<file path="src/rtl/io_uart_tx.sv">
// Generic synchronous FIFO used as the transmit byte queue.
// Latency: a push is visible on rd_dat/count one cycle later; rd_dat is the head, read combinationally.
// Backpressure: pushes while full and pops while empty are ignored; full is judged before a same-cycle pop.
module io_uart_tx_fifo #(
  parameter int DEPTH = 16,
  parameter int W     = 8,
  localparam int AW   = $clog2(DEPTH),
  localparam int CW   = AW + 1
) (
  input  logic          clk,
  input  logic          reset,
  input  logic          push,
  input  logic [W-1:0]  wr_dat,
  input  logic          pop,
  output logic [W-1:0]  rd_dat,
  output logic          full,
  output logic          empty,
  output logic [CW-1:0] count
);

  logic [W-1:0]  mem [DEPTH];
  logic [AW-1:0] wr_ptr;
  logic [AW-1:0] rd_ptr;
  logic          do_push;
  logic          do_pop;

  assign full    = (count == CW'(DEPTH));
  assign empty   = (count == '0);
  assign do_push = push & ~full;
  assign do_pop  = pop & ~empty;
  assign rd_dat  = mem[rd_ptr];

  // Storage array; contents are only meaningful below count, so no reset.
  always_ff @(posedge clk) begin
    if (do_push) mem[wr_ptr] <= wr_dat;
  end

  // Pointers wrap naturally modulo DEPTH (power of two); count tracks occupancy.
  always_ff @(posedge clk) begin
    if (reset) begin
      wr_ptr <= '0;
      rd_ptr <= '0;
      count  <= '0;
    end else begin
      if (do_push) wr_ptr <= wr_ptr + 1'b1;
      if (do_pop)  rd_ptr <= rd_ptr + 1'b1;
      case ({do_push, do_pop})
        2'b10:   count <= count + 1'b1;
        2'b01:   count <= count - 1'b1;
        default: count <= count;
      endcase
    end
  end

endmodule

// Memory-mapped 8N1 serial transmitter in the SOC IO window (TXDATA/STATUS/CTRL).
// Latency: reads answer one cycle after the request; a byte written to an idle line starts one cycle later.
// Backpressure: none toward the bus; bytes written while the FIFO is full are dropped and set STATUS.ovf.
module io_uart_tx #(
  parameter logic [31:0] BASE        = 32'h0000_1000,
  parameter int          FIFO_DEPTH  = 16,
  parameter logic [15:0] DEFAULT_DIV = 16'd867
) (
  input  logic        clk,
  input  logic        reset,
  input  logic        isIO,
  input  logic [31:0] port,
  input  logic [3:0]  size,
  input  logic [1:0]  pulse,
  input  logic        rw,
  input  logic [63:0] data_in,
  output logic [63:0] data_out,
  output logic        data_oe,
  output logic        tx,
  output logic        irq
);

  localparam int CW = $clog2(FIFO_DEPTH) + 1;

  localparam logic [1:0] REG_TXDATA = 2'd0;
  localparam logic [1:0] REG_STATUS = 2'd1;
  localparam logic [1:0] REG_CTRL   = 2'd3;

  typedef enum logic [1:0] {
    ST_IDLE  = 2'd0,
    ST_START = 2'd1,
    ST_DATA  = 2'd2,
    ST_STOP  = 2'd3
  } state_t;

  // Bus decode
  logic          sel;
  logic          wr_en;
  logic          rd_en;
  logic [1:0]    reg_idx;
  logic          push;

  // Control / status registers
  logic [15:0]   div;
  logic          irq_en;
  logic          ovf;
  logic [63:0]   rd_val;

  // FIFO interface
  logic          fifo_pop;
  logic [7:0]    fifo_dat;
  logic          fifo_full;
  logic          fifo_empty;
  logic [CW-1:0] fifo_count;
  logic [7:0]    count8;

  // Serializer state
  state_t        state;
  state_t        state_nxt;
  logic [7:0]    shreg;
  logic [7:0]    shreg_nxt;
  logic [15:0]   bit_cnt;
  logic [15:0]   bit_cnt_nxt;
  logic [15:0]   div_lat;
  logic [15:0]   div_lat_nxt;
  logic [2:0]    bit_idx;
  logic [2:0]    bit_idx_nxt;
  logic          load_frame;
  logic          tx_nxt;
  logic          busy;

  // Bus bits with no function in this block.
  logic          unused_bits;
  assign unused_bits = ^{pulse[1], port[2:0], data_in[63:17]};

  assign sel     = isIO & pulse[0] & (size != 4'd0) & (port[31:5] == BASE[31:5]);
  assign wr_en   = sel & rw;
  assign rd_en   = sel & ~rw;
  assign reg_idx = port[4:3];
  assign push    = wr_en & (reg_idx == REG_TXDATA);
  assign count8  = 8'(fifo_count);
  assign busy    = (state != ST_IDLE);
  assign irq     = fifo_empty & ~busy & irq_en;

  io_uart_tx_fifo #(
    .DEPTH (FIFO_DEPTH),
    .W     (8)
  ) u_fifo (
    .clk    (clk),
    .reset  (reset),
    .push   (push),
    .wr_dat (data_in[7:0]),
    .pop    (fifo_pop),
    .rd_dat (fifo_dat),
    .full   (fifo_full),
    .empty  (fifo_empty),
    .count  (fifo_count)
  );

  // Programmable registers and the sticky overflow flag.
  always_ff @(posedge clk) begin
    if (reset) begin
      div    <= DEFAULT_DIV;
      irq_en <= 1'b0;
      ovf    <= 1'b0;
    end else begin
      // FIFO full is sampled before any pop in this cycle, so push+pop while full still drops.
      if (push & fifo_full) ovf <= 1'b1;
      if (wr_en & (reg_idx == REG_STATUS) & data_in[3]) ovf <= 1'b0;
      if (wr_en & (reg_idx == REG_CTRL)) begin
        div    <= data_in[15:0];
        irq_en <= data_in[16];
      end
    end
  end

  // Read mux over the register file; unused and write-only registers read as zero.
  always_comb begin
    rd_val = '0;
    case (reg_idx)
      REG_STATUS: begin
        rd_val[0]    = fifo_full;
        rd_val[1]    = fifo_empty;
        rd_val[2]    = busy;
        rd_val[3]    = ovf;
        rd_val[15:8] = count8;
      end
      REG_CTRL: begin
        rd_val[15:0] = div;
        rd_val[16]   = irq_en;
      end
      default: rd_val = '0;
    endcase
  end

  // Registered read port: data and enable are live for exactly one cycle per read.
  always_ff @(posedge clk) begin
    if (reset) begin
      data_out <= '0;
      data_oe  <= 1'b0;
    end else begin
      data_oe  <= rd_en;
      data_out <= rd_en ? rd_val : '0;
    end
  end

  // Serializer state register; tx is registered from the next-state view so the pin is glitch-free.
  always_ff @(posedge clk) begin
    if (reset) begin
      state   <= ST_IDLE;
      shreg   <= '0;
      bit_cnt <= '0;
      div_lat <= '0;
      bit_idx <= '0;
      tx      <= 1'b1;
    end else begin
      state   <= state_nxt;
      shreg   <= shreg_nxt;
      bit_cnt <= bit_cnt_nxt;
      div_lat <= div_lat_nxt;
      bit_idx <= bit_idx_nxt;
      tx      <= tx_nxt;
    end
  end

  // Next-state logic: each bit lasts div_lat+1 cycles; div is captured only when a frame starts.
  always_comb begin
    state_nxt   = state;
    shreg_nxt   = shreg;
    bit_cnt_nxt = bit_cnt;
    div_lat_nxt = div_lat;
    bit_idx_nxt = bit_idx;
    load_frame  = 1'b0;
    fifo_pop    = 1'b0;

    case (state)
      ST_IDLE: begin
        if (!fifo_empty) load_frame = 1'b1;
      end
      ST_START: begin
        if (bit_cnt == 16'd0) begin
          bit_cnt_nxt = div_lat;
          bit_idx_nxt = 3'd0;
          state_nxt   = ST_DATA;
        end else begin
          bit_cnt_nxt = bit_cnt - 16'd1;
        end
      end
      ST_DATA: begin
        if (bit_cnt == 16'd0) begin
          bit_cnt_nxt = div_lat;
          shreg_nxt   = {1'b0, shreg[7:1]};
          if (bit_idx == 3'd7) begin
            state_nxt = ST_STOP;
          end else begin
            bit_idx_nxt = bit_idx + 3'd1;
          end
        end else begin
          bit_cnt_nxt = bit_cnt - 16'd1;
        end
      end
      ST_STOP: begin
        if (bit_cnt == 16'd0) begin
          // Chain straight into the next start bit when more data is waiting.
          if (!fifo_empty) begin
            load_frame = 1'b1;
          end else begin
            state_nxt = ST_IDLE;
          end
        end else begin
          bit_cnt_nxt = bit_cnt - 16'd1;
        end
      end
      default: state_nxt = ST_IDLE;
    endcase

    if (load_frame) begin
      fifo_pop    = 1'b1;
      shreg_nxt   = fifo_dat;
      div_lat_nxt = div;
      bit_cnt_nxt = div;
      state_nxt   = ST_START;
    end

    case (state_nxt)
      ST_START: tx_nxt = 1'b0;
      ST_DATA:  tx_nxt = shreg_nxt[0];
      default:  tx_nxt = 1'b1;
    endcase
  end

endmodule

</file>
<file path="config.mk">
export PLATFORM = sky130hd
export DESIGN_NAME = io_uart_tx
export DESIGN_NICKNAME = d
export VERILOG_FILES = /design/src/rtl/io_uart_tx.sv
export SDC_FILE = /design/constraint.sdc
export NUM_CORES = 1
export LEC_CHECK = 0
export CAP_MARGIN = 10
export CORE_ASPECT_RATIO = 1.2
export CORE_MARGIN = 5
export CORE_UTILIZATION = 40
export DETAILED_ROUTE_END_ITERATION = 8
export PLACE_DENSITY_LB_ADDON = 0.15
export SYNTH_ARGS = -nofsm -noshare
export SYNTH_HDL_FRONTEND = slang
export SYNTH_SLANG_ARGS = --single-unit
</file>
<file path="constraint.sdc">
create_clock -name clk -period 8.9 [get_ports clk]
set_clock_uncertainty 0.2 [all_clocks]
set_input_delay 1.78 -clock clk [delete_from_list [all_inputs] [get_ports clk]]
set_output_delay 1.78 -clock clk [all_outputs]
set_load 0.01 [all_outputs]
</file>
==> qor.yml, run 1 <==
placed_design:
  place_congestion: 0.772
  hpwl_um: 14800
  io_buffers: 74
  placed_area_um2: 10600
global_route:
  grt_start_max_net_pins: 85
  grt_pass1_vias: 6261
  grt_usage_pct: 15.5
  met1_usage_pct: 18.8
  grtUsageMet2_pct: 28.8
  met3_usage_pct: 2.26
  top_usage_layer: "met2"
  grt_pass1_wl_um: 34900
  antenna_found_initial: 0
  grt_remaining_overflow: 0
sta:
  fin_setup_tns_ns: 0
  relSlewSlack_pct: 38.3
  rsz0062_at_grt: "no"
  setup_viol: 0
  finalHoldViolCount: 0
  max_freq_ghz: 0.174
  fin_crit_ns: 5.76
  worstMarginPinSlew_ns: 0.922
  hold_slack_ns: 0.251
  period_share_pct: 64.7
  slew_viol_final: 0
synthesis:
  ys_seq_elements: 227
  yosysUniqueCellTypes: 66
  synth.top_cell.area_share_pct: 39.0
  ys_async_sr_fraction_pct: 0
  synthTopCellsByArea: "edfxtp_1, dfxtp_1, mux4_2"
  syn_avg_cell_area_um2: 12.6
  syn_inst: 784
  yosysMostFrequentCell: "edfxtp_1"
  synth_seq_area_share_pct: 59.2
  synth_edf_count: 128
  yosys-top-cells-count: "edfxtp_1, dfxtp_1, nand2_1, nor2_1, a21oi_1"
  synth_top_area_cell: "edfxtp_1"
  yosys_warnings: 0
  synth_ff_type: "edfxtp_1"
  syn_area_um2: 9850
route:
  wire_per_inst_um: 18.2
  vias: 6146
  drtIter0Drc: 414
  drt-total-wl_um: 21700
  first_pass_iters: 5
  via_per_inst: 5.16
  drc: 0
  antenna_left: 0
cells_and_area:
  antenna_cells: 0
  area_growth_pct: 16.2
  finalNetCount: 969
  drive_gt1_share_pct: 10.9
  design_area_um2: 11400
  utilization_pct: 46.7
clocking:
  cts_tree: "built"
  cts.path.max_buffers: 3
  post-cts-setup-buffers: 0
  post_cts_resized: 0
  clock_sinks: 227
  clock-root-buffer: "clkbuf_16"
  clock_latency_ns: 0.52
  cts.clk_slew.worst_paths_ns: 0.06
  numCtsBuffers: 25
  htreeDepth: 1
  ctsHoldBuffers: 0
worst_setup_path:
  cp_slowest_cell: "clkdlybuf4s50_1"
  reg2reg_to: "u_fifo.count[4]"
  path_cells: "clkdlybuf4s50_1 -> or3b_2 -> nor4_1 -> and2_0 -> inv_1 -> ha_1 -> xor2_1 -> ha_1 -> a21oi_1 -> o22ai_1 -> a222oi_1 -> or3_1 -> a21oi_1"
  setup.worst_path.start: "rw"
  critPathMaxFanout: 14
  r2r_start: "u_fifo.count[0]"
  reg2reg_depth: 12
  rrSetupSlack_ns: 4.92
  crit_path_end_kind: "flop"
  cp.arrival_ns: 5.92
  start_kind: "input port"
  cp_slowest_stage_delay_ns: 0.63
  cp.required_ns: 9.06
  critPathKind: "in2reg"
status:
  status: "completed"
floorplan:
  die_h_um: 182
  dieWidth_um: 153
  start_util_pct: 40.2
  core_um2: 24500
  die_area_um2: 27900
  num_io_pins: 173
  rows: 63
power:
  p_leak_uw: 0.00386
  power_density_nw_per_um2: 189
  ir_drop_uv: 147
min_path:
  worstHoldStart: "div_lat[10]"
  whs_path_depth: 2
  min_to: "div_lat[10]"
  hp-class: "reg2reg"
run:
  drv_cap: 0
==> cell usage in the layout, fill, tap and decap left out, types with 19 or more instances in the layout <==
master           instances
edfxtp_1               128
dfxtp_1                 97
clkdlybuf4s50_1         73
conb_1                  47
nand2_1                 87
a21oi_1                 53
nor3_1                  19
clkbuf_16               26
mux4_2                  40
nor2_1                  58
==> power by group <==
part           leakage (uW)  total, uW  switching (uW)  internal [uW]
combinational       0.00152       51.5            28.9           22.5
clock              0.000390       1000             402            602
sequential          0.00195       1110      0.00000145           1110
==> metrics by stage <==
stage	cells	total power, uW	worst slack (ns)
floorplan	830	1160	3.88
global placement	1145	1180	2.81
detailed placement	1145	1180	2.67
CTS	1191	2190	3.19
global route	1191	2240	2.80
finish	1191	2160	3.14
==> logic make-up after synthesis <==
family                     synth area share [%]
DFF                                        59.2
buffers and inverters                      6.44
muxes                                      10.2
adders and majority gates                  2.03
other                                    0.0381
xor gates and xnor gates                   1.25
AOI/OAI and AO/OA                          8.44
and+or+nand+nor                            12.5
==> cell type report <==
cell class	count	area (um2)
clock buffer	34	691
timing repair buffer	81	788
multi-input combinational	498	3560
inverter	14	57.6
fill	2217	13100
clock inverter	12	114
sequential	227	5830
tap	325	407
==> how the worst max path moves through the flow <==
stage	to	cells after the start
6_report	u_fifo.count[4]	13
5_1_grt	u_fifo.count[4]	13
4_1_cts	u_fifo.count[4]	13
3_5_place_dp	u_fifo.count[4]	13
3_3_place_gp	u_fifo.count[4]	13
2_1_floorplan	u_fifo.count[4]	14
==> registers in the layout (all words and copies together) (netlist names), 2 cells and up, named ones only <==
register,cells
u_fifo.rd_ptr,4
div_lat,16
bit_idx,3
bit_cnt,16
shreg,8
u_fifo.wr_ptr,4
u_fifo.mem,128
state,2
data_out,17
u_fifo.count,5
div,16
==> metal layers <==
layer  vias to the layer above  wire length, um
li1                       2947                -
met1                      3026             8810
met2                       146            11600
met3                        27              990
met4                         0              306
met5                         -                0
==> worst max-delay path, delay by kind of cell <==
kind / cells / cell delay (ns)
compound gates: 4 / 0.83
buf+inv: 2 / 0.79
xor+xnor: 1 / 0.17
fa+ha+maj: 2 / 0.48
simple gates: 4 / 1.86
No activity file was read; power rests on OpenSTA's default activity.
==> run 2: changes to the inputs <==
==> constraint.sdc (replaced) <==
create_clock -name clk -period 5.8 [get_ports clk]
set_clock_uncertainty 0.2 [all_clocks]
set_input_delay 1.16 -clock clk [delete_from_list [all_inputs] [get_ports clk]]
set_output_delay 1.16 -clock clk [all_outputs]
set_load 0.01 [all_outputs]
==> run 2 against run 1 <==
Effect of this change:
- global-route usage decreased by 0.050 points
- cell count increased by 0.25%
- combinational power increased by 54%
- critical endpoint unchanged
- largest cell class unchanged
- largest power group unchanged
==> qor.yml, run 2 (synthesis gave the netlist of run 1 again) <==
route:
  dr.max_layer_used: "met4"
  antenna_left: 0
  vias: 6167
  drt-total-wl_um: 21900
  met2WireLength_um: 11800
  wl_met1_um: 8900
  drc: 0
  wire_per_inst_um: 18.4
  first_pass_iters: 5
  drtIter0Drc: 436
  via_per_inst: 5.16
  wl_met3_um: 865
worst_setup_path:
  crit_path_end_kind: "flop"
  critPathMaxFanout: 14
  start_kind: "input port"
  cp_slowest_stage_delay_ns: 0.64
  path_cells: "clkdlybuf4s50_1 -> or3b_2 -> nor4_1 -> buf_4 -> and2_0 -> buf_4 -> inv_1 -> ha_1 -> xor2_1 -> ha_1 -> a21oi_1 -> o22ai_1 -> a222oi_1 -> or3_1 -> a21oi_1"
  cp.required_ns: 5.96
  cp.arrival_ns: 4.66
  critPathKind: "in2reg"
  cp_slowest_cell: "clkdlybuf4s50_1"
power:
  p_leak_uw: 0.00389
  ir_drop_uv: 233
  power_density_nw_per_um2: 292
clocking:
  ctsHoldBuffers: 0
  clock-root-buffer: "clkbuf_16"
  cts_tree: "built"
  cts.path.max_buffers: 3
  numCtsBuffers: 25
  htreeDepth: 1
  post-cts-setup-buffers: 0
  clock_latency_ns: 0.51
  post_cts_resized: 0
  clock_sinks: 227
  cts.clk_slew.worst_paths_ns: 0.06
sta:
  period_share_pct: 77.6
  hold_slack_ns: 0.256
  worstMarginPinSlew_ns: 0.946
  finalHoldViolCount: 0
  relSlewSlack_pct: 36.6
  rsz0062_at_grt: "no"
  slew_viol_final: 0
  setup_viol: 0
  fin_crit_ns: 4.50
  max_freq_ghz: 0.222
  fin_setup_tns_ns: 0
global_route:
  grt_start_max_net_pins: 83
  grt_remaining_overflow: 0
  antenna_found_initial: 0
  grt_pass1_vias: 6353
  grt_pass1_wl_um: 34900
  grt_usage_pct: 15.4
floorplan:
  core_um2: 24500
  die_h_um: 182
  rows: 63
  die_area_um2: 27900
  start_util_pct: 40.2
  dieWidth_um: 153
  num_io_pins: 173
cells_and_area:
  final_cell_mix: "edfxtp_1, dfxtp_1, nand2_1"
  area_growth_pct: 16.6
  final_common_cell: "edfxtp_1"
  antenna_cells: 0
  top_register: "u_fifo.mem"
  n_fill_cell: 2225
  fin_cells: 1194
  finalNetCount: 972
  largest_reg_flops: 128
  drive_gt1_share_pct: 11.4
  top_regs: "u_fifo.mem x128, data_out x17"
placed_design:
  dp.cells: 1148
  place_congestion: 0.781
  io_buffers: 74
  hpwl_um: 14900
status:
  status: "completed"
min_path:
  hp-class: "reg2reg"
run:
  drv_cap: 0
run 2: routing by layer:
metal | GRT usage (%) | up-vias
li1 | - | 2956
met1 | 18.8 | 3064
met2 | 28.6 | 122
met3 | 2.00 | 25
met4 | 4.17 | 0
met5 | 0 | -
run 2: final timing paths:
check | from | end | slack (ns) | cells past startpoint
max reg2reg | bit_cnt[7] | u_fifo.count[4] | 1.80 | 12
max | rw | u_fifo.count[4] | 1.30 | 15
min reg2reg | div_lat[9] | div_lat[9] | 0.26 | 2
min | div_lat[9] | div_lat[9] | 0.26 | 2
run 2: cell type report:
type	instances	area, um2	area share, %
sequential	227	5830	50.8
clock inverter	16	161	1.41
timing repair buffer	84	811	7.06
tap	325	407	3.54
multi-input combinational	498	3560	31.0
inverter	14	57.6	0.501
clock buffer	30	654	5.70
run 2: power breakdown:
group	internal [uW]	switching, uW
Clock	941	634
Combinational	34.6	44.9
Sequential	1700	0.00000215
run 2: metrics by stage:
stage,cell area (um2),utilization (%),power (uW),setup slack [ns]
2_1_floorplan,10000,-,1780,1.40
3_3_place_gp,10700,43.5,1810,0.909
3_5_place_dp,10700,43.5,1810,0.767
4_1_cts,11500,46.8,3390,1.32
5_1_grt,11500,46.8,3470,1.03
6_report,11500,46.8,3350,1.30
run 2: critical path, delay by kind of cell:
kind | cells | cell delay (ns)
AOI/OAI and AO/OA | 4 | 0.85
xor gates and xnor gates | 1 | 0.17
adders and majority gates | 2 | 0.45
buffers and inverters | 4 | 1.07
and+or+nand+nor | 4 | 0.94
==> run 3: changes to the inputs <==
==> constraint.sdc (replaced) <==
create_clock -name clk -period 3.6 [get_ports clk]
set_clock_uncertainty 0.2 [all_clocks]
set_input_delay 0.72 -clock clk [delete_from_list [all_inputs] [get_ports clk]]
set_output_delay 0.72 -clock clk [all_outputs]
set_load 0.01 [all_outputs]
==> run 3 against run 2 <==
Effect of this change:
- cell area is 3.5% higher
- cell count is 2.6% higher
- wire length is 1.3% higher
- die area stayed put
- sequential power is 61% higher
- clock power is 65% higher
- flip-flop and latch count stayed put
- hold slack hardly changed
- via count is 1.9% higher
- first-iteration DRC count is 7.3% lower
- count of clock-buffer cells in the layout is 3 higher
- critical path type unchanged
- critical endpoint unchanged
==> qor.yml, run 3 (synthesis gave the netlist of run 1 again) <==
worst_setup_path:
  cp.required_ns: 3.78
  cp_top_family: "simple AND/OR/NAND/NOR gates"
  path_buf_inv: 2
  cp.arrival_ns: 3.65
  start_kind: "input port"
  cp_slowest_cell: "clkdlybuf4s50_1"
  critPathMaxFanout: 3
  critPathKind: "in2reg"
  cp_slowest_stage_delay_ns: 0.45
  rrSetupSlack_ns: 0.21
  path_cells: "clkdlybuf4s50_1 -> nor4b_2 -> nand4_1 -> nor4_4 -> and2_4 -> inv_2 -> ha_4 -> xor2_2 -> ha_2 -> a21oi_4 -> o22ai_2 -> a222oi_1 -> or3_1 -> a21oi_1"
  crit_path_end_kind: "flop"
cells_and_area:
  largest_reg_flops: 128
  finalNetCount: 1003
  top_register: "u_fifo.mem"
  fin_cells: 1225
  final_cell_mix: "edfxtp_1, dfxtp_1, nand2_1"
  final_common_cell: "edfxtp_1"
  design_area_um2: 11900
  area_growth_pct: 20.6
  drive_gt1_share_pct: 16.3
  top_regs: "u_fifo.mem x128, data_out x17"
  n_fill_cell: 2193
  antenna_cells: 0
global_route:
  antenna_found_initial: 0
  grt_pass1_wl_um: 34900
  grt_remaining_overflow: 0
  grt_usage_pct: 15.6
  grt_start_max_net_pins: 67
  grt_pass1_vias: 6364
status:
  status: "completed"
placed_design:
  hpwl_um: 15000
  place_congestion: 0.810
  placed_area_um2: 10900
  io_buffers: 74
  dp.cells: 1177
floorplan:
  start_util_pct: 40.2
  core_um2: 24500
  rows: 63
  num_io_pins: 173
  die_h_um: 182
  dieWidth_um: 153
  die_area_um2: 27900
power:
  ir_drop_uv: 358
  p_leak_uw: 0.00416
  power_uw: 5460
  power_density_nw_per_um2: 460
sta:
  setup_viol: 0
  max_freq_ghz: 0.288
  worstMarginPinSlew_ns: 0.781
  fin_crit_ns: 3.48
  finalHoldViolCount: 0
  slew_viol_final: 0
  period_share_pct: 96.6
  relSlewSlack_pct: 47.7
  fin_setup_tns_ns: 0
route:
  via_per_inst: 5.13
  wl_met3_um: 848
  antenna_left: 0
  wl_met1_um: 9450
  dr.max_layer_used: "met4"
  vias: 6287
  drc: 0
  drt-total-wl_um: 22200
  drtIter0Drc: 404
  wire_per_inst_um: 18.1
  met2WireLength_um: 11600
  first_pass_iters: 4
clocking:
  htreeDepth: 1
  clock_sinks: 227
  ctsHoldBuffers: 0
  clock-root-buffer: "clkbuf_16"
  numCtsBuffers: 25
  cts.clk_slew.worst_paths_ns: 0.06
  clock_latency_ns: 0.51
  cts_tree: "built"
  cts.path.max_buffers: 3
min_path:
  hp-class: "reg2reg"
run:
  drv_cap: 0
==> run 3: worst paths after layout <==
| path | from | cells past startpoint | endpoint |
|---|---|---|---|
| max | isIO | 14 | u_fifo.count[4] |
| min reg2reg | div_lat[10] | 2 | div_lat[10] |
| min | div_lat[10] | 2 | div_lat[10] |
| max reg2reg | state[0] | 13 | u_fifo.count[4] |
==> run 3: where the power goes <==
group | internal, uW | leakage, uW | total [uW] | switching (uW)
Clock | 1580 | 0.000419 | 2590 | 1010
Sequential | 2740 | 0.00195 | 2740 | 0.00000338
Combinational | 58.8 | 0.00179 | 136 | 76.8
Total | 4370 | 0.00416 | 5460 | 1090
==> run 3: metal layers <==
layer | vias to the layer above | GRT usage, %
li1 | 3021 | -
met1 | 3132 | 20.1
met2 | 107 | 27.7
met3 | 27 | 2.29
met4 | 0 | 3.64
met5 | - | 0
==> run 3: worst reg2reg max path, cell delays in order, from the launching register on <==
cell and delay [ns]:
dfxtp_1 0.42, inv_1 0.12, ha_1 0.35, or4_1 0.64, clkinv_4 0.12, ha_4 0.15
xor2_2 0.13, ha_2 0.22, a21oi_4 0.05, buf_4 0.13, buf_4 0.12, a222oi_1 0.39
or3_1 0.16, a21oi_1 0.06
==> run 3: area by class of cell <==
| cell class | instances | area (um2) | share of cell area, % |
|---|---|---|---|
| well taps | 325 | 407 | 3.42 |
| flip-flops and latches | 227 | 5830 | 49.1 |
| multi-input cells | 498 | 3650 | 30.7 |
| inverters | 14 | 57.6 | 0.485 |
| clock buffers | 33 | 729 | 6.14 |
| clock inverters | 13 | 134 | 1.13 |
| repair buffers | 115 | 1080 | 9.06 |
==> run 3: timing repair <==
action	in CTS	in global routing
endpoints found under the setup margin	0	2
setup buffers	0	2
hold endpoints to repair	0	0
resized for setup	0	19
==> run 3: through the flow <==
step / utilization, % / worst slack (ns) / hold slack [ns]
2_1_floorplan: - / 0.0168 / 0.232
3_3_place_gp: 44.5 / -0.302 / 0.240
3_5_place_dp: 44.5 / -0.378 / 0.248
4_1_cts: 48.1 / 0.0357 / 0.257
5_1_grt: 48.4 / -0.0235 / 0.268
6_report: 48.4 / 0.122 / 0.256
